===== config.mk =====
export PLATFORM = sky130hd
export DESIGN_NAME = pool2d_stream
export DESIGN_NICKNAME = d
export VERILOG_FILES = /design/src/rtl/pool2d_stream.sv
export SDC_FILE = /design/constraint.sdc
export NUM_CORES = 1
export LEC_CHECK = 0
export CAP_MARGIN = 20
export CELL_PAD_IN_SITES_DETAIL_PLACEMENT = 1
export CELL_PAD_IN_SITES_GLOBAL_PLACEMENT = 1
export CORE_MARGIN = 2
export CORE_UTILIZATION = 55
export CTS_CLUSTER_SIZE = 8
export DETAILED_ROUTE_END_ITERATION = 12
export PLACE_DENSITY_LB_ADDON = 0.1
export SKIP_CTS_REPAIR_TIMING = 1
export SYNTH_ARGS = -nofsm -noshare
export SYNTH_HDL_FRONTEND = slang
export SYNTH_SLANG_ARGS = --single-unit
export TNS_END_PERCENT = 1

===== constraint.sdc =====
create_clock -name clk -period 14.7 [get_ports clk]
set_input_delay 2.94 -clock clk [delete_from_list [all_inputs] [get_ports clk]]
set_output_delay 2.94 -clock clk [all_outputs]
set_load 0.01 [all_outputs]

===== src/rtl/pool2d_stream.sv =====
// pool2d_stream: streaming POOLxPOOL max/average pooling over raster-order, channel-major frames.
// Optional feature macro POOL2D_RELU_EN clamps negative pooled results to zero.
module pool2d_stream #(
    parameter int DATA_W   = 16,
    parameter int IMG_W    = 28,
    parameter int IMG_H    = 28,
    parameter int CHANNELS = 5,
    parameter int POOL     = 2
) (
    input  logic                     clk,
    input  logic                     rst,
    input  logic                     ena,
    input  logic                     mode,
    input  logic                     frame_start_in,
    input  logic                     line_start_in,
    input  logic                     frame_end_in,
    input  logic signed [DATA_W-1:0] sig_layer,
    output logic signed [DATA_W-1:0] max_layer,
    output logic                     valid,
    output logic                     frame_start_out,
    output logic                     line_start_out,
    output logic                     frame_end_out,
    output logic                     sync_err
);
    localparam int LOG2P = (POOL == 4) ? 2 : 1;
    localparam int SHIFT = 2 * LOG2P;
    localparam int ACC_W = DATA_W + SHIFT;
    localparam int NWIN  = IMG_W / POOL;
    localparam int COL_W = (IMG_W > 1) ? $clog2(IMG_W) : 1;
    localparam int ROW_W = (IMG_H > 1) ? $clog2(IMG_H) : 1;
    localparam int CH_W  = (CHANNELS > 1) ? $clog2(CHANNELS) : 1;
    localparam int WIN_W = COL_W - LOG2P;

    localparam logic [COL_W-1:0] COL_LAST = COL_W'(IMG_W - 1);
    localparam logic [ROW_W-1:0] ROW_LAST = ROW_W'(IMG_H - 1);
    localparam logic [CH_W-1:0]  CH_LAST  = CH_W'(CHANNELS - 1);
    localparam logic [COL_W-1:0] COL_WIN0 = COL_W'(POOL - 1);
    localparam logic [ROW_W-1:0] ROW_WIN0 = ROW_W'(POOL - 1);

    typedef enum logic {IDLE, RUN} state_t;

    function automatic logic signed [ACC_W-1:0] combine(
        input logic                    avg,
        input logic signed [ACC_W-1:0] a,
        input logic signed [ACC_W-1:0] b
    );
        return avg ? (a + b) : ((a > b) ? a : b);
    endfunction

    state_t                    r_state;
    logic [COL_W-1:0]          r_col;
    logic [ROW_W-1:0]          r_row;
    logic [CH_W-1:0]           r_chan;
    logic                      r_mode;
    logic signed [ACC_W-1:0]   r_colacc;
    logic signed [ACC_W-1:0]   r_linebuf [NWIN];
    logic signed [DATA_W-1:0]  r_data;
    logic                      r_valid, r_fs, r_ls, r_fe, r_err;

    logic                      w_accept, w_emit, w_frame_last, w_ls_exp;
    logic                      w_col_first, w_col_close, w_row_first, w_row_close;
    logic [WIN_W-1:0]          w_win;
    logic signed [ACC_W-1:0]   w_pix, w_col_part, w_win_part;
    logic signed [DATA_W-1:0]  w_result, w_out;

    assign w_pix        = ACC_W'(sig_layer);
    assign w_col_first  = (r_col[LOG2P-1:0] == '0);
    assign w_col_close  = (r_col[LOG2P-1:0] == '1);
    assign w_row_first  = (r_row[LOG2P-1:0] == '0);
    assign w_row_close  = (r_row[LOG2P-1:0] == '1);
    assign w_win        = r_col[COL_W-1:LOG2P];
    assign w_frame_last = (r_col == COL_LAST) && (r_row == ROW_LAST) && (r_chan == CH_LAST);
    assign w_ls_exp     = (r_col == COL_LAST) && !((r_row == ROW_LAST) && (r_chan == CH_LAST));
    assign w_accept     = (r_state == RUN) && ena && !frame_start_in;
    assign w_emit       = w_accept && w_col_close && w_row_close;

    // Horizontal partial lives in r_colacc; vertical partial is kept per window in the line buffer.
    assign w_col_part = w_col_first ? w_pix : combine(r_mode, r_colacc, w_pix);
    assign w_win_part = w_row_first ? w_col_part : combine(r_mode, r_linebuf[w_win], w_col_part);
    assign w_result   = r_mode ? DATA_W'(w_win_part >>> SHIFT) : DATA_W'(w_win_part);

`ifdef POOL2D_RELU_EN
    assign w_out = w_result[DATA_W-1] ? '0 : w_result;
`else
    assign w_out = w_result;
`endif

    // NOTE: the line buffer has no reset; each entry is rewritten by the first line of a pooled row before it is read.
    always_ff @(posedge clk) begin
        if (w_accept && w_col_close)
            r_linebuf[w_win] <= w_win_part;
    end

    always_ff @(posedge clk) begin
        if (rst) begin
            r_state  <= IDLE;
            r_col    <= '0;
            r_row    <= '0;
            r_chan   <= '0;
            r_mode   <= 1'b0;
            r_colacc <= '0;
            r_data   <= '0;
            r_valid  <= 1'b0;
            r_fs     <= 1'b0;
            r_ls     <= 1'b0;
            r_fe     <= 1'b0;
            r_err    <= 1'b0;
        end else begin
            r_valid <= 1'b0;
            r_fs    <= 1'b0;
            r_ls    <= 1'b0;
            r_fe    <= 1'b0;
            if (frame_start_in) begin
                // A start while running aborts the frame; a start carrying a pixel drops it.
                if (ena || (r_state == RUN))
                    r_err <= 1'b1;
                r_state <= RUN;
                r_col   <= '0;
                r_row   <= '0;
                r_chan  <= '0;
                r_mode  <= mode;
            end else if (ena) begin
                if (r_state == IDLE) begin
                    r_err <= 1'b1;
                end else begin
                    r_colacc <= w_col_part;
                    if ((line_start_in != w_ls_exp) || (frame_end_in != w_frame_last))
                        r_err <= 1'b1;
                    if (w_emit) begin
                        r_valid <= 1'b1;
                        r_data  <= w_out;
                        r_fs    <= (r_chan == '0) && (r_row == ROW_WIN0) && (r_col == COL_WIN0);
                        r_ls    <= w_ls_exp;
                        r_fe    <= w_frame_last;
                    end
                    if (r_col == COL_LAST) begin
                        r_col <= '0;
                        if (r_row == ROW_LAST) begin
                            r_row <= '0;
                            if (r_chan == CH_LAST) begin
                                r_chan  <= '0;
                                r_state <= IDLE;
                            end else begin
                                r_chan <= r_chan + CH_W'(1);
                            end
                        end else begin
                            r_row <= r_row + ROW_W'(1);
                        end
                    end else begin
                        r_col <= r_col + COL_W'(1);
                    end
                end
            end
        end
    end

    assign max_layer       = r_data;
    assign valid           = r_valid;
    assign frame_start_out = r_fs;
    assign line_start_out  = r_ls;
    assign frame_end_out   = r_fe;
    assign sync_err        = r_err;
endmodule

==> reports/qor.csv <==
metric;value;unit
ys flop type;edfxtp_1;
initial antenna violation count;0;
sw frac;23.9;%
Netlist Area Pre-Place;15700;sq um
deepest clock path buffer count;3;
I/O Buffers;43;
Ports;44;
Layout area overhead;14.4;%
Flop pwr share;46.5;%
area of the core;27900;sq um
Post-synth EDFFs;252;
Ant. Diodes;0;
drt total wl;47000;um
Vias/cell;6.41;
fillcell total;2746;
Yosys reg bits;310;
Initial Util;56.1;%
Starting DRT DRC Count;950;
CTS Buf Count;44;
max-cap violations;0;
Synth Warn #;0;
die area;29900;sq um
sequential fraction of the synthesis area;55.7;%
global-route wire length before repair;71800;um
slew margin rel.;26.7;%
final setup vio count;0;
area taken by multi-input logic gates;6420;sq um
WP buf/inv;3;
Core Rows;61;
Netlist cell types;83;
Cell Chain, Critical Path;clkdlybuf4s50_1, inv_1, ha_1, nand4_1, nor4_2, a21oi_1, o21a_1, and2_4, nor2_1, a31oi_1, o21ai_1, inv_1, ha_1, o311ai_0, a211o_1, o211a_1, o21ai_1, and4_1, a2111oi_0, o32ai_1, a21oi_1;
WL per Instance;27.3;um
final core utilization;64.2;%
peak supply drop;0.000126;V
# DRC;0;
critical path's largest stage delay;0.88;ns
crit path max fanout;20;
grt total ovfl;0;
Synth Net Count;1348;
Power Density;116;nW/um^2
hold path depth;2;
Worst path depth;21;
Clock power frac;44.4;%
largest net degree at the start of global routing;47;
pre-CTS setup slack;4.59;ns
Setup WS post-layout;4.99;ns
DR pass1 iterations;5;
CTS tree;built;
Placed Cells;1647;
critical path launch point type;input port;
commonest cells after routing, fill and taps aside;edfxtp_1, nor2_1, a21oi_1, inv_1, ha_1;
Final nets;1421;
GRT Total Usage;31.6;%
leading cell type in the layout, fill and taps excluded;edfxtp_1;
Hold Path Class;flip-flop to flip-flop;
critical path type;input port to flip-flop;
status;finished, final reports clean;
clock sinks;310;
Die Ht;173;um
Post-Synthesis Cells;1246;
cell family with most CP delay;compound AO/OA/AOI/OAI gates;
Comb power frac;9.1;%
ANT nets after route;0;
period utilization;66.1;%
share of cells above drive strength 1;15.2;%
Int Pwr;1.59;mW
Root Buffer;clkbuf_16;
H-tree Lvls;2;
setup TNS;0;ns
Worst EP arrival;9.89;ns
post-route insts no fill;1720;
Worst setup EP type;flip-flop;
RSZ-0062 raised after global routing;false;
post-route clock skew;0.0271;ns
worst reg2reg path depth;16;
clock insertion delay at the later pin of the skew report;0.55;ns
via count;11000;
Leakage;6.22;nW
Final Hold Fails;0;
Pins Over Slew Limit;0;
Reg area;8740;sq um
slowest CP cell;a21oi_1;
clock slew at reported path FFs;0.05;ns
WP data required;14.88;ns
worst slew pin tran;1.10;ns
number of global-route vias before repair;11800;
fin crit period;9.71;ns
PnR Total Power;2.09;mW
syn avg cell area;12.6;sq um
Max Freq;103;MHz
async set-or-reset flop fraction in the synthesized netlist;0;%
Final GP Congestion;1.00;
Detailed Place HPWL;30900;um
die width;173;um
Psw;0.498;mW
## tightest hold or removal path, cell delays in order, from the launching register on
cell and delay, ns:
dfxtp_1 0.31, nand2_1 0.05, o21ai_0 0.06
## synth_stat cells, drive strengths merged (23+ instances only)
cell	n	area [sq um]
a21oi	103	527
buf	23	131
clkbuf	33	124
dfxtp	58	1160
edfxtp	252	7570
ha	77	963
inv	83	312
mux2i	25	250
mux4	61	1370
nand2	72	273
nor2	115	432
nor3	26	130
o21ai	36	184
## stage by stage
stage                     hold WS (ns)  cell area, sq um
after CTS                        0.470             17900
final                            0.472             17900
after floorplan                  0.464             15700
after global routing             0.499             17900
after global placement           0.449             16600
after detailed placement         0.449             16600
## power groups by stage
| stage | combinational, mW | clock (mW) | sequential [mW] |
|---|---|---|---|
| 5_1_grt | 0.206 | 0.973 | 0.969 |
| 4_1_cts | 0.185 | 0.940 | 0.970 |
| 3_3_place_gp | 0.178 | 0 | 0.987 |
| 6_report | 0.191 | 0.927 | 0.970 |
| 2_1_floorplan | 0.123 | 0 | 0.986 |
| 3_5_place_dp | 0.183 | 0 | 0.987 |
## kinds of logic after synthesis
kind of cell    count (synthesis)  share of synthesized area, %
simple gates                  311                          9.46
flops                         310                          55.7
compound gates                283                          12.3
buf+inv                       140                          3.64
mux                            93                          10.9
fa+ha+maj                      79                          6.40
xor+xnor                       30                          1.68
## registers in the layout, indices dropped and copies added (netlist names), named ones only
| name | flops |
|---|---|
| sync_err | 1 |
| r_colacc | 18 |
| max_layer | 16 |
| r_col | 5 |
| line_start_out | 1 |
| frame_end_out | 1 |
| frame_start_out | 1 |
| r_linebuf | 252 |
| valid | 1 |
| r_state | 1 |
| r_row | 5 |
| r_chan | 3 |
| r_mode | 1 |
## per-layer routing
| metal | global-route usage, % | routed length (um) |
|---|---|---|
| met2 | 54.1 | 23400 |
| met3 | 4.60 | 3020 |
| met1 | 41.9 | 19400 |
| met5 | 0 | 0 |
| met4 | 9.82 | 1300 |
## area by class of cell
cell class,instances,share of cell area (%)
Inverter,84,1.76
Multi-Input combinational cell,796,35.8
Clock inverter,3,0.370
Clock buffer,66,6.65
Tap cell,378,2.64
Timing Repair Buffer,83,4.08
Sequential cell,310,48.7
## worst paths after layout
check / start / to / slack, ns
worst max-delay path: sig_layer[15] / r_linebuf[6][17] / 4.99
worst min-delay path: max_layer[0] / max_layer[0] / 0.47
worst max register to register: flip-flop / r_linebuf[6][17] / 7.66
worst min register to register: max_layer[0] / max_layer[0] / 0.47
(Power assumes the default switching activity.)
